<file path="src/rtl/soc_system_mem_pkg.sv">
// Shared types and sizes for the on-chip memory copy/fill master.
// Word addressing on a 64-bit Avalon-MM slave.
package soc_system_mem_pkg;

  localparam int DATA_W     = 64;
  localparam int WADDR_W    = 13;
  localparam int LEN_W      = 14;
  localparam int BE_W       = DATA_W / 8;
  localparam int BADDR_W    = WADDR_W + 3;
  localparam int BYTE_SHIFT = 3;

  localparam logic [BE_W-1:0] BE_ALL = '1;

  typedef enum logic [2:0] {
    ST_IDLE,
    ST_RD_REQ,
    ST_RD_WAIT,
    ST_WR_REQ,
    ST_DONE
  } state_e;

  function automatic logic [BADDR_W-1:0] word2byte(
    input logic [WADDR_W-1:0] w
  );
    return BADDR_W'(w) << BYTE_SHIFT;
  endfunction

endpackage

</file>
<file path="src/rtl/soc_system_mem_copy_master.sv">
// Avalon-MM master doing word-granular COPY or FILL,
// one outstanding transfer at a time.
module soc_system_mem_copy_master
  import soc_system_mem_pkg::*;
(
  input  logic               clk,
  input  logic               reset_n,
  input  logic               cmd_valid,
  output logic               cmd_ready,
  input  logic               cmd_fill,
  input  logic [WADDR_W-1:0] cmd_src,
  input  logic [WADDR_W-1:0] cmd_dst,
  input  logic [LEN_W-1:0]   cmd_len,
  input  logic [DATA_W-1:0]  cmd_pattern,
  output logic               busy,
  output logic               done,
  output logic [LEN_W-1:0]   words_done,
  output logic [BADDR_W-1:0] avm_address,
  output logic               avm_read,
  output logic               avm_write,
  output logic [BE_W-1:0]    avm_byteenable,
  output logic [DATA_W-1:0]  avm_writedata,
  input  logic [DATA_W-1:0]  avm_readdata,
  input  logic               avm_readdatavalid,
  input  logic               avm_waitrequest
);

  state_e               state_q, state_d;
  logic [WADDR_W-1:0]   src_q, src_d;
  logic [WADDR_W-1:0]   dst_q, dst_d;
  logic [LEN_W-1:0]     len_q, len_d;
  logic [LEN_W-1:0]     cnt_q, cnt_d;
  logic [DATA_W-1:0]    wdata_q, wdata_d;
  logic                 fill_q, fill_d;
  logic [LEN_W-1:0]     cnt_inc;

  assign cnt_inc = cnt_q + 1'b1;

  always_ff @(posedge clk) begin
    if (!reset_n) begin
      state_q <= ST_IDLE;
      src_q   <= '0;
      dst_q   <= '0;
      len_q   <= '0;
      cnt_q   <= '0;
      wdata_q <= '0;
      fill_q  <= 1'b0;
    end else begin
      state_q <= state_d;
      src_q   <= src_d;
      dst_q   <= dst_d;
      len_q   <= len_d;
      cnt_q   <= cnt_d;
      wdata_q <= wdata_d;
      fill_q  <= fill_d;
    end
  end

  always_comb begin
    state_d = state_q;
    src_d   = src_q;
    dst_d   = dst_q;
    len_d   = len_q;
    cnt_d   = cnt_q;
    wdata_d = wdata_q;
    fill_d  = fill_q;
    unique case (state_q)
      ST_IDLE: begin
        if (cmd_valid) begin
          src_d  = cmd_src;
          dst_d  = cmd_dst;
          len_d  = cmd_len;
          fill_d = cmd_fill;
          cnt_d  = '0;
          // FILL keeps the pattern in the write-data register for the whole run
          if (cmd_fill) wdata_d = cmd_pattern;
          if (cmd_len == '0)  state_d = ST_DONE;
          else if (cmd_fill)  state_d = ST_WR_REQ;
          else                state_d = ST_RD_REQ;
        end
      end
      ST_RD_REQ: begin
        if (!avm_waitrequest) state_d = ST_RD_WAIT;
      end
      ST_RD_WAIT: begin
        if (avm_readdatavalid) begin
          wdata_d = avm_readdata;
          state_d = ST_WR_REQ;
        end
      end
      ST_WR_REQ: begin
        if (!avm_waitrequest) begin
          cnt_d = cnt_inc;
          src_d = src_q + 1'b1;
          dst_d = dst_q + 1'b1;
          if (cnt_inc == len_q) state_d = ST_DONE;
          else if (fill_q)      state_d = ST_WR_REQ;
          else                  state_d = ST_RD_REQ;
        end
      end
      ST_DONE: state_d = ST_IDLE;
      default: state_d = ST_IDLE;
    endcase
  end

  assign cmd_ready  = (state_q == ST_IDLE);
  assign busy       = (state_q != ST_IDLE);
  assign done       = (state_q == ST_DONE);
  assign words_done = cnt_q;

  assign avm_read       = (state_q == ST_RD_REQ);
  assign avm_write      = (state_q == ST_WR_REQ);
  assign avm_byteenable = (avm_read || avm_write) ? BE_ALL : '0;
  assign avm_writedata  = wdata_q;
  assign avm_address    = avm_read  ? word2byte(src_q) :
                          avm_write ? word2byte(dst_q) : '0;

endmodule
</file>
<file path="config.mk">
export PLATFORM = sky130hd
export DESIGN_NAME = soc_system_mem_copy_master
export DESIGN_NICKNAME = d
export VERILOG_FILES = /design/src/rtl/soc_system_mem_pkg.sv /design/src/rtl/soc_system_mem_copy_master.sv
export SDC_FILE = /design/constraint.sdc
export NUM_CORES = 1
export LEC_CHECK = 0
export CAP_MARGIN = 40
export CELL_PAD_IN_SITES_DETAIL_PLACEMENT = 1
export CELL_PAD_IN_SITES_GLOBAL_PLACEMENT = 1
export CORE_AREA = 2 2 156 158
export CTS_CLUSTER_SIZE = 40
export DETAILED_ROUTE_END_ITERATION = 10
export DIE_AREA = 0 0 158 160
export GPL_TIMING_DRIVEN = 0
export PLACE_DENSITY = 0.75
export SLEW_MARGIN = 20
export SYNTH_ARGS = -nofsm -noshare
export SYNTH_HDL_FRONTEND = slang
export SYNTH_SLANG_ARGS = --single-unit
</file>
<file path="constraint.sdc">
create_clock -name clk -period 1.75 [get_ports clk]
set_input_delay 0.2625 -clock clk [delete_from_list [all_inputs] [get_ports clk]]
set_output_delay 0.2625 -clock clk [all_outputs]
set_load 0.02 [all_outputs]
</file>
**Yosys cells after proc, flatten, opt, wreduce, memory -nomap -nowiden**

Cells that the tools add are included.

- $add $sub $neg: 3
- Equal/unequal tests: 10
- Multiplexer cells: 25
- Reductions and logical operators: 10

Operators with widths:

| kind | count |
|---|---|
| 2-to-1 mux 64 bit | 3 |
| case mux 64 bit (2 select lines) | 1 |
| 2-to-1 mux 13 bit | 4 |
| case mux 13 bit (2 select lines) | 2 |
| 2-to-1 mux 16 bit | 2 |
| 2-to-1 mux 14 bit | 2 |
| case mux 14 bit (2 select lines) | 1 |
| adder 13 x 1 -> 13 bit (second input constant) | 2 |
| 2-to-1 mux 3 bit | 6 |
| adder 14 x 1 -> 14 bit (second input constant) | 1 |
| == test 14 bit | 1 |
| logical NOT 14 bit | 1 |
| case mux 3 bit (4 select lines) | 1 |
| 2-to-1 mux 8 bit | 1 |
| != test 2 bit (second input constant) | 4 |
| AND reduction 4 bit | 2 |
| == test 3 x 2 -> 1 bit (second input constant) | 2 |
| 2-to-1 mux 2 bit | 2 |
| nonzero test 2 bit | 2 |
| == test 3 x 1 -> 1 bit (second input constant) | 1 |
| == test 3 bit (second input constant) | 1 |
| logical NOT 3 bit | 1 |
| AND reduction 3 bit | 1 |
| nonzero test 3 bit | 1 |
| 3 further kinds | 3 |

- Register bits: 122
- Input port bits: 174
- Output and inout port bits: 107
- Logic and storage cells: 55

**Longest topological paths before layout**

- Word-level depth: 5
- Gate-level depth with buffers: 9
- Gate-level depth less buffers: 7

**Worst setup path before layout**

OpenSTA, ideal clock, no wires.

- Path kind: register to register
- Start: register cnt_q[0] (netlist: words_done[0])
- End: register state_q[0]
- Library setup time: 0.084 ns
- Arrival: 1.984 ns
- Required time: 1.666 ns
- Path slack: -0.318 ns
- Stages on the path, launching flop included: 8
- Buffers on the path: 0
- Period minus slack after synthesis: 2.068 ns
- Cell sequence: dfxtp_1 -> ha_1 -> nand3_4 -> a211oi_2 -> a2bb2oi_1 -> nor4b_4 -> and3_1 -> o31ai_2

- Longest elaborated chain between the ends: 5

RTL lines:

| what | RTL line | text |
|---|---|---|
| start, declared | soc_system_mem_copy_master.sv:32 | `logic [LEN_W-1:0] cnt_q, cnt_d;` |
| start signal, assigned | soc_system_mem_copy_master.sv:53 | `cnt_q <= cnt_d;` |
| adder 14 x 1 -> 14 bit | soc_system_mem_copy_master.sv:37 | `assign cnt_inc = cnt_q + 1'b1;` |
| == test 14 bit | soc_system_mem_copy_master.sv:96 | `if (cnt_inc == len_q) state_d = ST_DONE;` |
| 2-to-1 mux 3 bit | soc_system_mem_copy_master.sv:96 |  |
| 2-to-1 mux 3 bit | soc_system_mem_copy_master.sv:92 | `if (!avm_waitrequest) begin` |
| case mux 3 bit (4 select lines) | soc_system_mem_copy_master.sv:67 | `unique case (state_q)` |
| end signal, assigned | soc_system_mem_copy_master.sv:49 | `state_q <= state_d;` |
| end, declared | soc_system_mem_copy_master.sv:28 | `state_e state_q, state_d;` |

No other way between the ends. The select of a mux whose other input is x is not followed.
A chain may end at the register's enable or synchronous reset.

**Worst setup path after layout**

- Start: register cnt_q[0] (netlist: words_done[0])
- End: register state_q[1]

Same word-level chain as after synthesis.

==> results.yml <==
cts:
  htreeDepth: 4
  insertion_delay_ns: 0.42
  cts_tree: "built"
  holdBufCountCts: 0
  cts_sinks: 122
  clk_pin_slew_ns: 0.06
  clock-root-buffer: "clkbuf_16"
  cts_made_buffers: 17
  cts.path.max_buffers: 2
yosys:
  synth_seq_cells: 122
  ys_warn_count: 0
  synth_area_leaders: "dfxtp_1 37%, mux2i_1 12%, a211oi_1 8.8%"
  synth_edf_count: 0
  syn_inst: 777
  syn_area_sq_um: 6550
  synth_cell_type_count: 64
  yosysMostFrequentCell: "dfxtp_1"
  syn_area_per_cell_sq_um: 8.43
  synth_top_area_share_pct: 37.3
  yosys-top-cells-count: "122 x dfxtp_1, 120 x nor2_1, 80 x mux2i_1"
  synth_largest_area_cell: "dfxtp_1"
  synthFlopType: "dfxtp_1"
  yosysSeqAreaShare_pct: 37.3
  synthArstFlopShare_pct: 0
pwr:
  pwr-share-seq_pct: 28.0
  clkPwrFrac_pct: 25.7
  leakage_uw: 0.00432
  combPwrFrac_pct: 46.3
  swShare_pct: 37.7
  total_power_uw: 13800
  pwr_density_cell_nw_per_um2: 1190
  internal-power_uw: 8590
  irDropWorstVdd_mv: 0.467
  power_switching_uw: 5200
global_route:
  grt_pass1_wl_mm: 42.3
  antenna_found_initial: 1
  grt_pass1_vias: 7621
  grt_overflow: 0
  grt_max_degree: 17
  grt_util_all_layers_pct: 21.6
sta:
  layout_min_cycle_time_ns: 1.93
  finalCritPeriodShare_pct: 110
  setup_tns_ns: -1.74
  setup_slack_ns: -0.175
  rsz0062_at_grt: "true"
  hold_violations: 0
  setup_violations: 29
  max_slew_margin_pct: 45.3
  fmax_mhz: 519
  fin_skew_ns: 0.00876
  slew_violations: 0
  worstMarginPinSlew_ns: 0.821
worst_setup_path:
  cp-start-kind: "register"
  arrival_ns: 2.23
  cp.required_ns: 2.05
  reg2reg_depth: 8
  crit_fanout: 5
  critPathKind: "reg2reg"
  end_kind: "register"
floorplanning:
  initial_utilization_pct: 27.5
  fp.dieH_um: 160
  die_w_um: 158
  rows: 57
  core_sq_um: 23800
  dieArea_sq_um: 25300
  io_pins: 281
routing:
  drt_iter0_markers: 438
  firstDrtPassIters: 5
  routedWlPerCell_um: 20.2
  post-route-drc-count: 0
  vias_per_cell: 5.10
  finalWirelength_mm: 29.6
  vias: 7472
  final_antenna_net_count: 0
status:
  violations: "setup timing"
  outcome: "complete, but fails checks"
final_layout:
  area_growth_pct: 76.9
  drive_gt1_share_pct: 25.1
  stdcell_area_sq_um: 11600
  nNetsFinal: 1305
  postLayoutCoreUtil_pct: 48.6
worst_hold_path:
  worstHoldPathType: "in2reg"
  min_path_cells: 3
placement:
  pre_cts_slack_ns: -0.654
  hpwl_mm: 20.1
  dpl_cell_area_sq_um: 9780
  portBuffers: 277
  gp_congestion: 0.824
flow_run:
  cap_violations: 0
-- kinds of logic after synthesis --
group                      share of synthesized area [%]
and+or+nand+nor                                     20.1
xor gates and xnor gates                            2.27
muxes                                               12.2
adders and majority gates                          0.573
DFF                                                 37.3
AOI/OAI and AO/OA                                   21.0
buffers and inverters                               6.53
other                                             0.0572
-- worst max-delay path, stage by stage, from the launching register on --
cell	delay, ns
dfxtp_4	0.39
ha_4	0.18
nand3_4	0.12
buf_12	0.16
nor3_4	0.19
xnor2_2	0.11
nor4b_4	0.32
and3_4	0.27
a21oi_1	0.06
-- state kept, by name (all words and copies together), names as in the netlist --
signal         cells
avm_writedata     64
dst_q             13
fill_q             1
len_q             14
src_q             13
state_q            3
words_done        14
-- final timing paths --
kind / end / slack, ns / startpoint
setup reg to reg: state_q[1] / -0.18 / words_done[0]
setup / recovery: state_q[1] / -0.18 / words_done[0]
hold reg to reg: fill_q / 0.46 / fill_q
hold / removal: dst_q[0] / 0.42 / cmd_dst[0]
-- layout make-up --
class                           count  area (sq um)
Antenna cell                        1          2.50
Clock inverter                     13           145
Clock buffer                       18           439
Buffer                             73           661
Timing Repair Buffer              332          3250
Fill cell                        2790         12200
Multi-Input combinational cell    572          4150
Tap cell                          324           405
Sequential cell                   122          2480
Inverter                           10          48.8
-- what timing repair did --
item | in CTS | in global routing
gates cloned | 1 | 5
buffers inserted | 31 | 18
pin swaps | 18 | 16
endpoints found under the setup margin | 156 | 137
gates resized for setup | 212 | 165
-- metal layers --
metal / vias to the layer above / share of wire [%] / GRT usage [%]
met5: - / 0 / 0
met4: 0 / 2.0 / 5.28
met3: 38 / 6.5 / 5.40
met2: 290 / 52 / 38.6
met1: 3617 / 40 / 25.7
li1: 3527 / - / -
-- per-stage QoR --
step | instances | hold WS (ns)
floorplan | 779 | 0.398
global placement | 1380 | 0.450
detailed placement | 1380 | 0.458
CTS | 1442 | 0.416
global route | 1464 | 0.444
finish | 1465 | 0.425
-- placed cells by master, fill, tap and decap left out, drive strengths merged, types with 7 or more instances in the layout --
cell type / n
nor2: 121
nand4: 9
a211oi: 80
o21ai: 30
dfxtp: 122
nand2: 57
inv: 12
a311oi: 8
mux2i: 80
clkbuf: 45
clkinvlp: 7
buf: 127
xnor2: 15
nand3: 16
nor3: 18
and3: 10
clkdlybuf4s50: 240
a21oi: 51
-- power groups by stage --
stage	combinational [uW]	sequential, uW	clock [uW]
after floorplan	2600	4150	0
after global routing	6810	3920	3730
after CTS	5610	3780	3610
after detailed placement	5210	3810	0
final	6380	3850	3550
after global placement	5140	3780	0
Power figures use the tool's default switching activity.
